File: src/rtl/id_ex_stage_reg.sv
// -----------------------------------------------------------------------------
// id_ex_stage_reg
//
// Pipeline register between the ID and EX stages of the 5-stage ARM core.
// Captures the decoded control, the operand values and the shifter fields, and
// feeds the EX-stage operand-2 generator and the ALU. Freeze holds the stage
// and flush inserts a full bubble. Two saturating counters track how many
// stall and flush cycles have occurred, for performance debug.
//
// Ports
//   clk, rst           pipeline clock; synchronous active-high reset
//   freeze             hazard stall, holds the whole stage
//   flush              branch taken, loads a bubble (wins over freeze)
//   cnt_clr            synchronous clear of both event counters
//   id_*               decoded instruction from the ID stage
//   ex_*               registered copies of the id_* inputs
//   ex_mem_cmd         registered (id_mem_r_en | id_mem_w_en)
//   stall_cnt          saturating count of freeze-only cycles
//   flush_cnt          saturating count of flush cycles
// -----------------------------------------------------------------------------
module id_ex_stage_reg #(
  parameter int DATA_W = 32,
  parameter int CNT_W  = 16
) (
  input  logic              clk,
  input  logic              rst,
  input  logic              freeze,
  input  logic              flush,
  input  logic              cnt_clr,
  input  logic              id_valid,
  input  logic [DATA_W-1:0] id_pc,
  input  logic              id_wb_en,
  input  logic              id_mem_r_en,
  input  logic              id_mem_w_en,
  input  logic              id_b,
  input  logic              id_s,
  input  logic [3:0]        id_exe_cmd,
  input  logic [DATA_W-1:0] id_val_rn,
  input  logic [DATA_W-1:0] id_val_rm,
  input  logic              id_imm,
  input  logic [11:0]       id_shift_operand,
  input  logic [23:0]       id_signed_imm_24,
  input  logic [3:0]        id_dest,
  input  logic [3:0]        id_src1,
  input  logic [3:0]        id_src2,
  input  logic [3:0]        id_sr,
  output logic              ex_valid,
  output logic [DATA_W-1:0] ex_pc,
  output logic              ex_wb_en,
  output logic              ex_mem_r_en,
  output logic              ex_mem_w_en,
  output logic              ex_b,
  output logic              ex_s,
  output logic [3:0]        ex_exe_cmd,
  output logic [DATA_W-1:0] ex_val_rn,
  output logic [DATA_W-1:0] ex_val_rm,
  output logic              ex_imm,
  output logic [11:0]       ex_shift_operand,
  output logic [23:0]       ex_signed_imm_24,
  output logic [3:0]        ex_dest,
  output logic [3:0]        ex_src1,
  output logic [3:0]        ex_src2,
  output logic [3:0]        ex_sr,
  output logic              ex_mem_cmd,
  output logic [CNT_W-1:0]  stall_cnt,
  output logic [CNT_W-1:0]  flush_cnt
);

  localparam logic [CNT_W-1:0] CNT_MAX = {CNT_W{1'b1}};

  // Stage register. Flush outranks freeze so a taken branch always squashes
  // the instruction sitting in the stage, even while the pipe is stalled.
  always_ff @(posedge clk) begin
    if (rst || flush) begin
      ex_valid         <= 1'b0;
      ex_pc            <= '0;
      ex_wb_en         <= 1'b0;
      ex_mem_r_en      <= 1'b0;
      ex_mem_w_en      <= 1'b0;
      ex_b             <= 1'b0;
      ex_s             <= 1'b0;
      ex_exe_cmd       <= '0;
      ex_val_rn        <= '0;
      ex_val_rm        <= '0;
      ex_imm           <= 1'b0;
      ex_shift_operand <= '0;
      ex_signed_imm_24 <= '0;
      ex_dest          <= '0;
      ex_src1          <= '0;
      ex_src2          <= '0;
      ex_sr            <= '0;
      ex_mem_cmd       <= 1'b0;
    end else if (!freeze) begin
      // An invalid slot must not cause side effects, so its control bits are
      // squashed while the data fields still load as-is.
      ex_valid         <= id_valid;
      ex_pc            <= id_pc;
      ex_wb_en         <= id_valid & id_wb_en;
      ex_mem_r_en      <= id_valid & id_mem_r_en;
      ex_mem_w_en      <= id_valid & id_mem_w_en;
      ex_b             <= id_valid & id_b;
      ex_s             <= id_valid & id_s;
      ex_exe_cmd       <= id_exe_cmd;
      ex_val_rn        <= id_val_rn;
      ex_val_rm        <= id_val_rm;
      ex_imm           <= id_imm;
      ex_shift_operand <= id_shift_operand;
      ex_signed_imm_24 <= id_signed_imm_24;
      ex_dest          <= id_dest;
      ex_src1          <= id_src1;
      ex_src2          <= id_src2;
      ex_sr            <= id_sr;
      ex_mem_cmd       <= id_valid & (id_mem_r_en | id_mem_w_en);
    end
  end

  // Event counters. A flush+freeze cycle is counted as a flush only, and a
  // clear in the same cycle as an event drops that event.
  always_ff @(posedge clk) begin
    if (rst || cnt_clr) begin
      stall_cnt <= '0;
      flush_cnt <= '0;
    end else if (flush) begin
      if (flush_cnt != CNT_MAX) flush_cnt <= flush_cnt + 1'b1;
    end else if (freeze) begin
      if (stall_cnt != CNT_MAX) stall_cnt <= stall_cnt + 1'b1;
    end
  end

endmodule

File: config.mk
export PLATFORM = sky130hd
export DESIGN_NAME = id_ex_stage_reg
export DESIGN_NICKNAME = d
export VERILOG_FILES = /design/src/rtl/id_ex_stage_reg.sv
export SDC_FILE = /design/constraint.sdc
export NUM_CORES = 1
export LEC_CHECK = 0
export BUFFER_PORTS_ARGS = -buffer_cell sky130_fd_sc_hd__buf_2
export CAP_MARGIN = 20
export CORE_AREA = 4 4 135 137
export CTS_BUF_LIST = sky130_fd_sc_hd__clkbuf_16
export CTS_CLUSTER_SIZE = 10
export DETAILED_ROUTE_END_ITERATION = 10
export DIE_AREA = 0 0 139 141
export PLACE_DENSITY = 0.77
export RECOVER_POWER = 25
export SLEW_MARGIN = 10
export SYNTH_ARGS = -nofsm -noshare
export SYNTH_HDL_FRONTEND = slang
export SYNTH_SLANG_ARGS = --single-unit
File: constraint.sdc
create_clock -name clk -period 1.95 [get_ports clk]
set_input_delay 0.0975 -clock clk [delete_from_list [all_inputs] [get_ports clk]]
set_output_delay 0.0975 -clock clk [all_outputs]
set_load 0.005 [all_outputs]
==> impl_metrics.env <==
export IMPL_drv_slew=0
export IMPL_drt_initial_drc_count=391
export IMPL_powerDensity_nw_per_um2=740.3
export IMPL_cts_tree="done"
export IMPL_final_util_pct=66.88
export IMPL_cts_htree_levels=4
export IMPL_syn_inst=721
export IMPL_grt_max_degree=65
export IMPL_synth_nets=887
export IMPL_mostFrequentLayoutCells="342 x buf_2, 192 x dfxtp_1, 166 x nor2_1"
export IMPL_synth_distinct_cells=39
export IMPL_drtAntennaViolNets=0
export IMPL_hold_class="input pin to flop"
export IMPL_required_ns=2.30
export IMPL_wl_met2_um=13380
export IMPL_synthArstFlopShare_pct=0
export IMPL_cts_sinks=192
export IMPL_layout_nets=1394
export IMPL_grt_pass1_vias=7729
export IMPL_ys_ff_latch=192
export IMPL_setup_viol=0
export IMPL_row_count=48
export IMPL_cts_buffer_depth=2
export IMPL_fin_skew_ns=0.006793
export IMPL_port_buffers=355
export IMPL_die_h_um=141
export IMPL_vias=7483
export IMPL_routedLengthMet1_um=9465
export IMPL_dp_hpwl_um=15790
export IMPL_overflow=0
export IMPL_final_common_cell="buf_2"
export IMPL_end_kind="flop"
export IMPL_layout_drive_gt1_share_pct=32.07
export IMPL_ios=356
export IMPL_firstDrtPassIters=5
export IMPL_wl_met3_um=2155
export IMPL_max_freq_mhz=548.2
export IMPL_cp_slowest_stage_delay_ns=0.60
export IMPL_cts_made_buffers=17
export IMPL_initial_core_util_pct=42.31
export IMPL_worst_pin_slew_ns=1.153
export IMPL_gp_congestion=0.8278
export IMPL_synth_ff_type="dfxtp_1"
export IMPL_final_setup_tns_ns=0
export IMPL_yosysSeqAreaShare_pct=53.26
export IMPL_drc=0
export IMPL_start_kind="flop"
export IMPL_crit_slowest_cell="or4b_4"
export IMPL_yosys_warnings=0
export IMPL_hold_viol=0
export IMPL_wl_per_cell_um=17.70
export IMPL_path_class="flop to flop"
export IMPL_worstPathMaxFanout=7
export IMPL_crit_family="simple AND/OR/NAND/NOR gates"
export IMPL_critPathBufInv=0
export IMPL_grt_pass1_wl_um=40590
export IMPL_post_cts_buffers=0
export IMPL_place_ws_ns=0.1540
export IMPL_finalCritPeriodShare_pct=93.55
export IMPL_rsz0062_at_grt="no"
export IMPL_fin_area_um2=11410
export IMPL_slew_headroom_pct=23.15
export IMPL_crit_arrival_ns=2.18
export IMPL_status="completed"
export IMPL_drv_cap=0
export IMPL_top_layer="met4"
export IMPL_worstSkewPairLatency_ns=0.42
export IMPL_syn_avg_cell_area_um2=10.01
export IMPL_cts_root_buf="clkbuf_16"
export IMPL_ir_drop_mv=0.5838
export IMPL_synthesis_area_um2=7217
export IMPL_fin_ws_ns=0.1258
export IMPL_wl_um=26020
export IMPL_gr_usage_all_layers_pct=25.70
export IMPL_cts_reportedPaths_clkPinSlew_ns=0.08
export IMPL_path_cells="nand3_1 -> or4b_4 -> or4_1 -> a21oi_1"
export IMPL_timing_hold_ws_ns=0.06663
export IMPL_min_period_ns=1.824
export IMPL_antenna_found_initial=4
export IMPL_vias_per_cell=5.090
export IMPL_leakage_nw=5.579
export IMPL_die_area_um2=19600
export IMPL_areaGrowthSynthToFinish_pct=58.06
export IMPL_die_x_um=139
export IMPL_placed_area_um2=9268
export IMPL_synth_edf_count=0
export IMPL_core_um2=17060
timing repair:
action | CTS | global route
hold endpoints to repair | 159 | 0
gates resized for setup | 0 | 1
hold buffers | 160 | 0
setup endpoints to repair | 0 | 1
synth_stat cells (3+ instances only):
cell,n,area [um^2]
dfxtp_1,192,3844
nor2_1,166,623.1
mux2i_1,154,1541
clkbuf_1,33,123.9
a21oi_1,28,140.1
nand2_1,16,60.06
o21ai_0,16,80.08
nand3_1,15,75.07
or3_1,12,75.07
o31ai_1,11,82.58
nand4_1,10,62.56
or4_1,10,75.07
and4_1,6,52.55
a22oi_1,5,37.54
buf_1,5,18.77
nor4_1,5,31.28
and3_1,4,25.02
a31oi_1,3,18.77
buf_2,3,15.01
flip-flops by register name, summed over array words and instances, names as in the netlist:
register / count
ex_dest: 4
ex_val_rm: 32
ex_signed_imm_24: 24
ex_mem_cmd: 1
ex_src2: 4
ex_valid: 1
ex_pc: 32
ex_b: 1
ex_val_rn: 32
ex_wb_en: 1
ex_exe_cmd: 4
flush_cnt: 16
ex_sr: 4
ex_imm: 1
ex_s: 1
ex_mem_w_en: 1
ex_src1: 4
ex_shift_operand: 12
ex_mem_r_en: 1
stall_cnt: 16
metal layers:
layer  global-route usage [%]  vias up
li1                         -     3545
met1                    27.55     3506
met2                    45.87      351
met3                    8.277       81
met4                    12.31        0
met5                        0        -
where the power goes:
part,switching [W],internal (W)
logic,0.000450,0.000579
registers,0.0000606,0.00403
clock network,0.00165,0.00168
total,0.00216,0.00629
metrics by stage:
stage	std cells	total power, W
after floorplan	721	0.004546
after global placement	1274	0.004885
after detailed placement	1274	0.004902
after CTS	1466	0.008470
after global routing	1470	0.008753
final	1470	0.008445
path summary, 6_finish.rpt:
kind,from,endpoint,slack [ns],depth (start not counted)
min reg2reg,ex_dest[0]$_SDFFE_PP0N_,ex_dest[0]$_SDFFE_PP0N_,0.49,2
min,rst,flush_cnt[4]$_SDFFE_PP0P_,0.07,3
max,flush_cnt[9]$_SDFFE_PP0P_,flush_cnt[15]$_SDFFE_PP0P_,0.13,4
max reg2reg,flush_cnt[9]$_SDFFE_PP0P_,flush_cnt[15]$_SDFFE_PP0P_,0.13,4
area by class of cell:
cell class	instances	area, um^2
Inverter	2	7.507
Antenna cell	4	10.01
Sequential cell	192	3844
Fill cell	1236	5649
Clock buffer	17	425.4
Multi-Input combinational cell	484	3194
Clock inverter	15	127.6
Timing Repair Buffer	531	3517
Tap cell	225	281.5
cells by family after synthesis:
family                   after synthesis  synth area share, %
AO/OA/AOI/OAI                         70                5.808
XOR/XNOR                               1               0.1214
adder cells (fa/ha/maj)                2               0.3467
buffers and inverters                 45                2.548
flip-flops                           192                53.26
multiplexers                         154                21.36
AND/OR/NAND/NOR                      257                16.56
worst reg2reg max path, stage by stage, from the launching register on:
cell     delay (ns)
dfxtp_1        0.43
nand3_1        0.17
or4b_4         0.60
or4_1          0.41
a21oi_1        0.15
(Power assumes the default switching activity.)
